$ cat config.mk
export PLATFORM = sky130hd
export DESIGN_NAME = rx_det_arbiter
export DESIGN_NICKNAME = d
export VERILOG_FILES = /design/src/rtl/rx_det_arbiter.sv
export SDC_FILE = /design/constraint.sdc
export NUM_CORES = 1
export LEC_CHECK = 0
export CAP_MARGIN = 30
export CORE_ASPECT_RATIO = 1.4
export CORE_MARGIN = 8
export CORE_UTILIZATION = 37
export CTS_BUF_LIST = sky130_fd_sc_hd__clkbuf_2
export CTS_CLUSTER_SIZE = 10
export DETAILED_ROUTE_END_ITERATION = 10
export PLACE_DENSITY = 0.63
export REMOVE_ABC_BUFFERS = 1
export SLEW_MARGIN = 20
export SYNTH_ARGS = -nofsm -noshare
export SYNTH_HDL_FRONTEND = slang
export SYNTH_SLANG_ARGS = --single-unit
$ cat constraint.sdc
create_clock -name clk -period 2.4 [get_ports clk]
set_input_delay 0.24 -clock clk [delete_from_list [all_inputs] [get_ports clk]]
set_output_delay 0.24 -clock clk [all_outputs]
set_load 0.03 [all_outputs]
$ cat src/rtl/rx_det_arbiter.sv
// Round-robin arbiter that lets NUM_LANES lanes share one receiver-detect circuit.
// Optional abort on a missing det_ack is enabled by defining RX_DET_ARB_TIMEOUT_EN.
module rx_det_arbiter #(
  parameter int NUM_LANES      = 4,
  parameter int TIMEOUT_CYCLES = 1024,
  parameter int GAP_CYCLES     = 2,
  parameter int CNT_W          = 11
) (
  input  logic                 clk,
  input  logic                 rst,
  input  logic [NUM_LANES-1:0] lane_req,
  output logic [NUM_LANES-1:0] lane_ack,
  output logic [NUM_LANES-1:0] lane_det,
  output logic                 det_req,
  input  logic                 det_ack,
  input  logic                 det_vld,
  output logic [1:0]           grant_id,
  output logic                 busy,
  output logic                 timeout,
  output logic [2:0]           state_dbg
);

  // Handshake: lane_req is a level held until its lane_ack pulse; det_req is a
  // level held through WAIT and is answered by a single-cycle det_ack pulse.
  typedef enum logic [2:0] {
    S_IDLE  = 3'd0,
    S_ISSUE = 3'd1,
    S_WAIT  = 3'd2,
    S_RESP  = 3'd3,
    S_GAP   = 3'd4
  } state_t;

  state_t           state;
  logic [1:0]       rr;
  logic [CNT_W-1:0] cnt;
  logic             req_lost;
  logic             pick_vld;
  logic [1:0]       pick;
  logic             held;

  assign state_dbg = state;

  // First requesting lane at or after the round-robin pointer, wrapping.
  always_comb begin
    int sum;
    pick_vld = 1'b0;
    pick     = rr;
    sum      = 0;
    for (int i = 0; i < NUM_LANES; i++) begin
      sum = int'(rr) + i;
      if (sum >= NUM_LANES) sum = sum - NUM_LANES;
      if (!pick_vld && lane_req[sum]) begin
        pick_vld = 1'b1;
        pick     = 2'(sum);
      end
    end
  end

  // A requester that let go at any point during WAIT gets no ack and no result.
  assign held = lane_req[grant_id] && !req_lost;

  always_ff @(posedge clk) begin
    if (!rst) begin
      state    <= S_IDLE;
      rr       <= 2'd0;
      cnt      <= '0;
      req_lost <= 1'b0;
      grant_id <= 2'd0;
      lane_ack <= '0;
      lane_det <= '0;
      det_req  <= 1'b0;
      busy     <= 1'b0;
      timeout  <= 1'b0;
    end else begin
      lane_ack <= '0;
      timeout  <= 1'b0;
      case (state)
        S_IDLE: begin
          if (pick_vld) begin
            grant_id <= pick;
            busy     <= 1'b1;
            state    <= S_ISSUE;
          end
        end
        S_ISSUE: begin
          det_req  <= 1'b1;
          cnt      <= '0;
          req_lost <= 1'b0;
          state    <= S_WAIT;
        end
        S_WAIT: begin
          if (!lane_req[grant_id]) req_lost <= 1'b1;
          if (det_ack) begin
            det_req <= 1'b0;
            state   <= S_RESP;
            if (held) begin
              lane_ack[grant_id] <= 1'b1;
              lane_det[grant_id] <= det_vld;
            end
          end
`ifdef RX_DET_ARB_TIMEOUT_EN
          else if (cnt == CNT_W'(TIMEOUT_CYCLES - 1)) begin
            det_req <= 1'b0;
            timeout <= 1'b1;
            state   <= S_RESP;
            if (held) begin
              lane_ack[grant_id] <= 1'b1;
              lane_det[grant_id] <= 1'b0;
            end
          end else begin
            cnt <= cnt + 1'b1;
          end
`else
          ;
`endif
        end
        S_RESP: begin
          busy  <= 1'b0;
          cnt   <= '0;
          rr    <= (grant_id == 2'(NUM_LANES - 1)) ? 2'd0 : grant_id + 2'd1;
          state <= (GAP_CYCLES > 0) ? S_GAP : S_IDLE;
        end
        S_GAP: begin
          if (cnt == CNT_W'(GAP_CYCLES - 1)) state <= S_IDLE;
          else cnt <= cnt + 1'b1;
        end
        default: state <= S_IDLE;
      endcase
    end
  end

endmodule

## After elaboration in Yosys (flattened, before gate mapping)

Index checks and enable logic that the tools add are counted.
Widths: inputs -> output; s select.

| word-level totals | value |
|---|---|
| output and inout bits | 16 |
| register bits | 29 |

| operators by class | value |
|---|---|
| reductions and logical operators | 22 |
| multiplexer cells | 42 |
| equality and inequality tests | 11 |
| add/sub/neg operators | 9 |
| magnitude comparators | 10 |

Operators with widths:

| kind | count |
|---|---|
| $lt 32x4->1 const B | 4 |
| $mux 32 | 4 |
| $pmux 11 s2 | 1 |
| $mux 1 | 17 |
| $pmux 3 s5 | 1 |
| $sub 3x3->4 const B | 3 |
| $add 11x1->11 const B | 1 |
| $eq 11x1->1 const B | 1 |
| $mux 11 | 1 |
| $bmux 1 s2 | 5 |
| $mux 2 | 5 |
| $ne 2x2->1 const B | 5 |
| $reduce_and 2->1 | 5 |
| $ge 3x3->1 const B | 3 |
| $mux 3 | 3 |
| $add 2x2->3 const B | 2 |
| $eq 3x2->1 const B | 2 |
| $pmux 1 s2 | 3 |
| $reduce_and 3->1 | 2 |
| $reduce_bool 2->1 | 3 |
| $logic_and 1x1->1 | 5 |
| $bwmux 4 | 1 |
| $logic_not 1->1 | 4 |
| $reduce_and 4->1 | 1 |
| 12 further kinds | 12 |

## Logic depth before layout (Yosys ltp)

| depth | value |
|---|---|
| depth in word-level cells | 17 |
| depth in mapped cells | 5 |

## Worst setup path before layout

Ideal clock, no wire load.

| path | value |
|---|---|
| path type | reg2reg |
| from | register state[2] (netlist: state_dbg[2]) |
| to | register cnt[6] |
| cell stages (with the launch flop) | 6 |
| arrival time | 1.658 ns |
| data required time | 2.341 ns |
| buffers on the path | 1 |
| setup slack | 0.683 ns |
| period minus slack after synthesis | 1.717 ns |
| cells stage by stage | dfxtp_1 > nor2b_1 > nand2b_1 > clkbuf_1 > or4_1 > nand2_1 |

| on the way | value |
|---|---|
| word-level cells in the longest chain between the ends | 4 |

RTL lines:

| item | line | source |
|---|---|---|
| start: declaration | 33 | `state_t state;` |
| start signal: assignment | 121 | `state <= (GAP_CYCLES > 0) ? S_GAP : S_IDLE;` |
| $eq 3x2->1 or $eq 3x1->1 (tied branches) | 77 | `case (state)` |
| $reduce_or 2->1 (no line) | -- |  |
| $reduce_bool 2->1 (no line) | -- |  |
| $reduce_and 2->1 (no line) | -- |  |
| end signal: assignment | 125 | `else cnt <= cnt + 1'b1;` |
| end: declaration | 35 | `logic [CNT_W-1:0] cnt;` |

Parallel ways exist; a longest one is shown, timed or not.
A chain may end at the register's enable or synchronous reset.

## Worst setup path after layout

| path | value |
|---|---|
| from | register state[0] (netlist: state_dbg[0]) |
| to | output port state_dbg[0] |

RTL lines:

| item | line | source |
|---|---|---|
| end: declaration | 20 | `output logic [2:0] state_dbg` |

No word-level cell between the ends.

==> flow_summary.rst <==
.. list-table::
   :header-rows: 1

   * - Metric
     - Value
   * - Outcome
     - finished, final reports clean
   * - Max-slew violation total from the final report
     - 0
   * - Routed vias
     - 1218
   * - Input/output buffers
     - 22
   * - Crit path buffers/inverters
     - 1
   * - Placer's final routability congestion estimate
     - 0.822
   * - Critical path class
     - reg -> out
   * - Clock period minus worst slack
     - 2.04 ns
   * - Number of register bits inferred by synthesis
     - 29
   * - Delay of the slowest cell on the worst path
     - 0.78 ns
   * - Mux share of post-synthesis cell area
     - 0.0708
   * - Gates resized, CTS repair
     - 0
   * - Critical-path top delay cell
     - clkdlybuf4s50_1
   * - Synthesized-area fraction occupied by xor and xnor cells
     - 0.0242
   * - Combinational family with the most area after synthesis
     - simple AND/OR/NAND/NOR gates
   * - Vias in the first global route
     - 1200
   * - Area of the core region
     - 0.00385 mm²
   * - Share of the yosys chip area belonging to registers
     - 0.401
   * - Number of instances in the synthesized netlist
     - 160
   * - Global route total overflow
     - 0
   * - IR drop worst, VDD
     - 0.386 mV
   * - 1st-iter DRT viols
     - 39
   * - Maximum number of pins on one net before global-route repair
     - 22
   * - Vias per cell
     - 5.39
   * - Placed cell areas
     - 0.00170 mm²
   * - Number of distinct library cells after synthesis
     - 41
   * - Capturing element type of the critical path
     - primary output
   * - Antenna violations before repair
     - 0
   * - Worst endpoint required time
     - 2.16 ns
   * - Final Routed Wirelength
     - 3.22 mm
   * - Insertion delay of the later-clocked pin in the worst-skew pair
     - 0.34 ns
   * - Area of the die
     - 0.00620 mm²
   * - Final TNS setup
     - 0 ns
   * - Worst relative slew slack
     - 0.654
   * - Fraction of layout cells with a size suffix above 1
     - 0.0601
   * - Worst path depth
     - 1
   * - Post-synthesis compound-gate area fraction
     - 0.123
   * - Leading cell types in the layout, fill and taps excluded
     - dfxtp_1 (29), clkdlybuf4s50_1 (22), nand2_1 (19)
   * - Layout overhead on the synthesized area
     - 19.3%
   * - Critical Path Source Type
     - register
   * - Number of sinks handled by clock tree synthesis
     - 29
   * - Fin area
     - 0.00173 mm²
   * - Synthesized area per cell
     - 9.06 µm²
   * - Synth Area in Adders
     - 0.0518
   * - Final Cycle Share
     - 0.850
   * - Number of endpoints failing setup at the final stage
     - 0
   * - Combined global-route utilization of all metal layers
     - 0.108
   * - Hold path depth
     - 2
   * - Total placed cells including tap cells
     - 219
   * - Final Hold Violating Endpoints
     - 0
   * - Number of top-level pins
     - 24
   * - Clock tree from TritonCTS
     - done
   * - Global-route wire length before repair
     - 5.23 mm
   * - Netlist area before placement
     - 0.00145 mm²
   * - Antenna cell count
     - 0
   * - Area share of and/or/nand/nor cells after synthesis
     - 0.294
   * - Number of maximum-capacitance constraint violations
     - 0
   * - Critical Path, Cell by Cell
     - clkdlybuf4s50_1
   * - Commonest non-fill, non-tap cell in the layout
     - dfxtp_1
   * - Number of remaining DRC errors
     - 0
   * - Largest delay share family, worst path
     - buffers and inverters
   * - Routed len/inst
     - 14.3 µm
   * - Starting density of the core
     - 0.376
   * - Synth Warn #
     - 0
   * - Actual slew at the worst max-slew pin
     - 0.519 ns
   * - Share of synthesized flip-flops with an asynchronous set or reset
     - 0
   * - EDFF count, synth
     - 0
   * - Post-CTS Setup Bufs
     - 0
   * - Main flop type after synthesis
     - dfxtp_1
   * - F_max
     - 0.490 GHz
   * - Largest clock skew in the final design
     - 0.0241 ns
   * - Data arrival time of the critical path
     - 1.80 ns
   * - Placement Rows
     - 27
   * - Static Leak
     - 0.000660 µW
   * - CTS root buf
     - clkbuf_2
   * - Antenna Violating Nets Remaining
     - 0
   * - Post-DP HPWL
     - 2.45 mm
   * - Final net count
     - 197
   * - Worst Reg-to-Reg Cells
     - 4
   * - Power density relative to cell area
     - 590 mW/mm²
   * - CTS Hold Buffers Added
     - 0
   * - Clk pin slew, worst setup/hold paths
     - 0.16 ns
   * - Overall die width
     - 68.9 µm
   * - Number of buffers on the longest clock path
     - 2
   * - Pre-antenna DRT Iters
     - 4
   * - Class of the worst hold path
     - reg -> reg
   * - Y dimension of the die
     - 90.0 µm
   * - H-tree lvl count
     - 2
   * - Number of buffers created by CTS
     - 5
   * - Count of non-filler cells in the finished layout
     - 226
   * - Unrepaired setup endpoints after global routing
     - false
   * - Maximum fanout count along the critical path
     - 12
-- cell type report --
cell class | count | area, µm²
clock buffers | 6 | 30.0
well taps | 43 | 53.8
repair buffers | 23 | 228
inverters | 3 | 11.3
multi-input cells | 121 | 822
flip-flops and latches | 29 | 581
fillers | 416 | 2120
clock inverters | 1 | 3.75
-- through the flow --
| stage | hold WS, ns | power [µW] | util | setup slack, ns |
|---|---|---|---|---|
| 3_3_place_gp | 0.451 | 805 | 0.440 | 0.546 |
| 4_1_cts | 0.480 | 1040 | 0.449 | 0.334 |
| 6_report | 0.477 | 1020 | 0.449 | 0.360 |
| 3_5_place_dp | 0.461 | 809 | 0.440 | 0.508 |
| 5_1_grt | 0.507 | 1080 | 0.449 | 0.238 |
| 2_1_floorplan | 0.358 | 712 | - | 0.499 |
-- Yosys cell counts, drive strengths merged (3+ instances only) --
cell	number	area share
dfxtp	29	0.40
o2111ai	3	0.018
o211ai	3	0.019
ha	6	0.052
clkbuf	4	0.010
or3	4	0.017
a21oi	8	0.028
inv	3	0.0078
nor3	6	0.021
or4	3	0.016
mux2i	8	0.055
a21boi	3	0.016
nor2	7	0.018
and3	5	0.022
nand2	19	0.049
nand2b	6	0.026
o21ai	8	0.028
buf	3	0.014
xor2	3	0.018
nor2b	8	0.035
-- kinds of logic after synthesis --
kind of cell,count (synthesis)
mux,9
compound gates,28
other cells,1
fa+ha+maj,6
buf+inv,10
simple gates,73
flops,29
xor+xnor,4
-- worst reg2reg max path, stage by stage (launching register included) --
cell and delay, ns:
dfxtp_1 0.68, nor2b_1 0.46, o211ai_2 0.20, or4_1 0.49, nand2_1 0.08
-- worst paths after layout --
| kind | startpoint | endpoint | slack (ns) |
|---|---|---|---|
| setup / recovery | state_dbg[0]$_SDFFE_PN0P_ | state_dbg[0] | 0.36 |
| hold / removal | lane_det[0]$_SDFFE_PN0P_ | lane_det[0]$_SDFFE_PN0P_ | 0.48 |
| setup reg to reg | state_dbg[0]$_SDFFE_PN0P_ | cnt[6]$_SDFFE_PN0P_ | 0.43 |
| hold reg to reg | lane_det[0]$_SDFFE_PN0P_ | lane_det[0]$_SDFFE_PN0P_ | 0.48 |
-- per-layer routing --
metal  GRT usage  part of all wire  up-vias
met3      0.0398             0.053        2
met2       0.184              0.55       37
met4      0.0504            0.0084        0
met1       0.110              0.39      565
met5           0                 0        -
li1            -                 -      614
-- registers in the layout (all words and copies together), names as in the netlist --
| name | cells |
|---|---|
| cnt | 11 |
| lane_ack | 4 |
| lane_det | 4 |
| state_dbg | 3 |
| grant_id | 2 |
| rr | 2 |
| busy | 1 |
| det_req | 1 |
| req_lost | 1 |
-- power breakdown --
group / switching (µW) / leakage, µW / internal, µW / total [µW]
registers: 46.3 / 0.000235 / 508 / 554
logic: 133 / 0.000398 / 110 / 242
clock network: 157 / 0.0000265 / 68.2 / 225
Power figures use the tool's default switching activity.
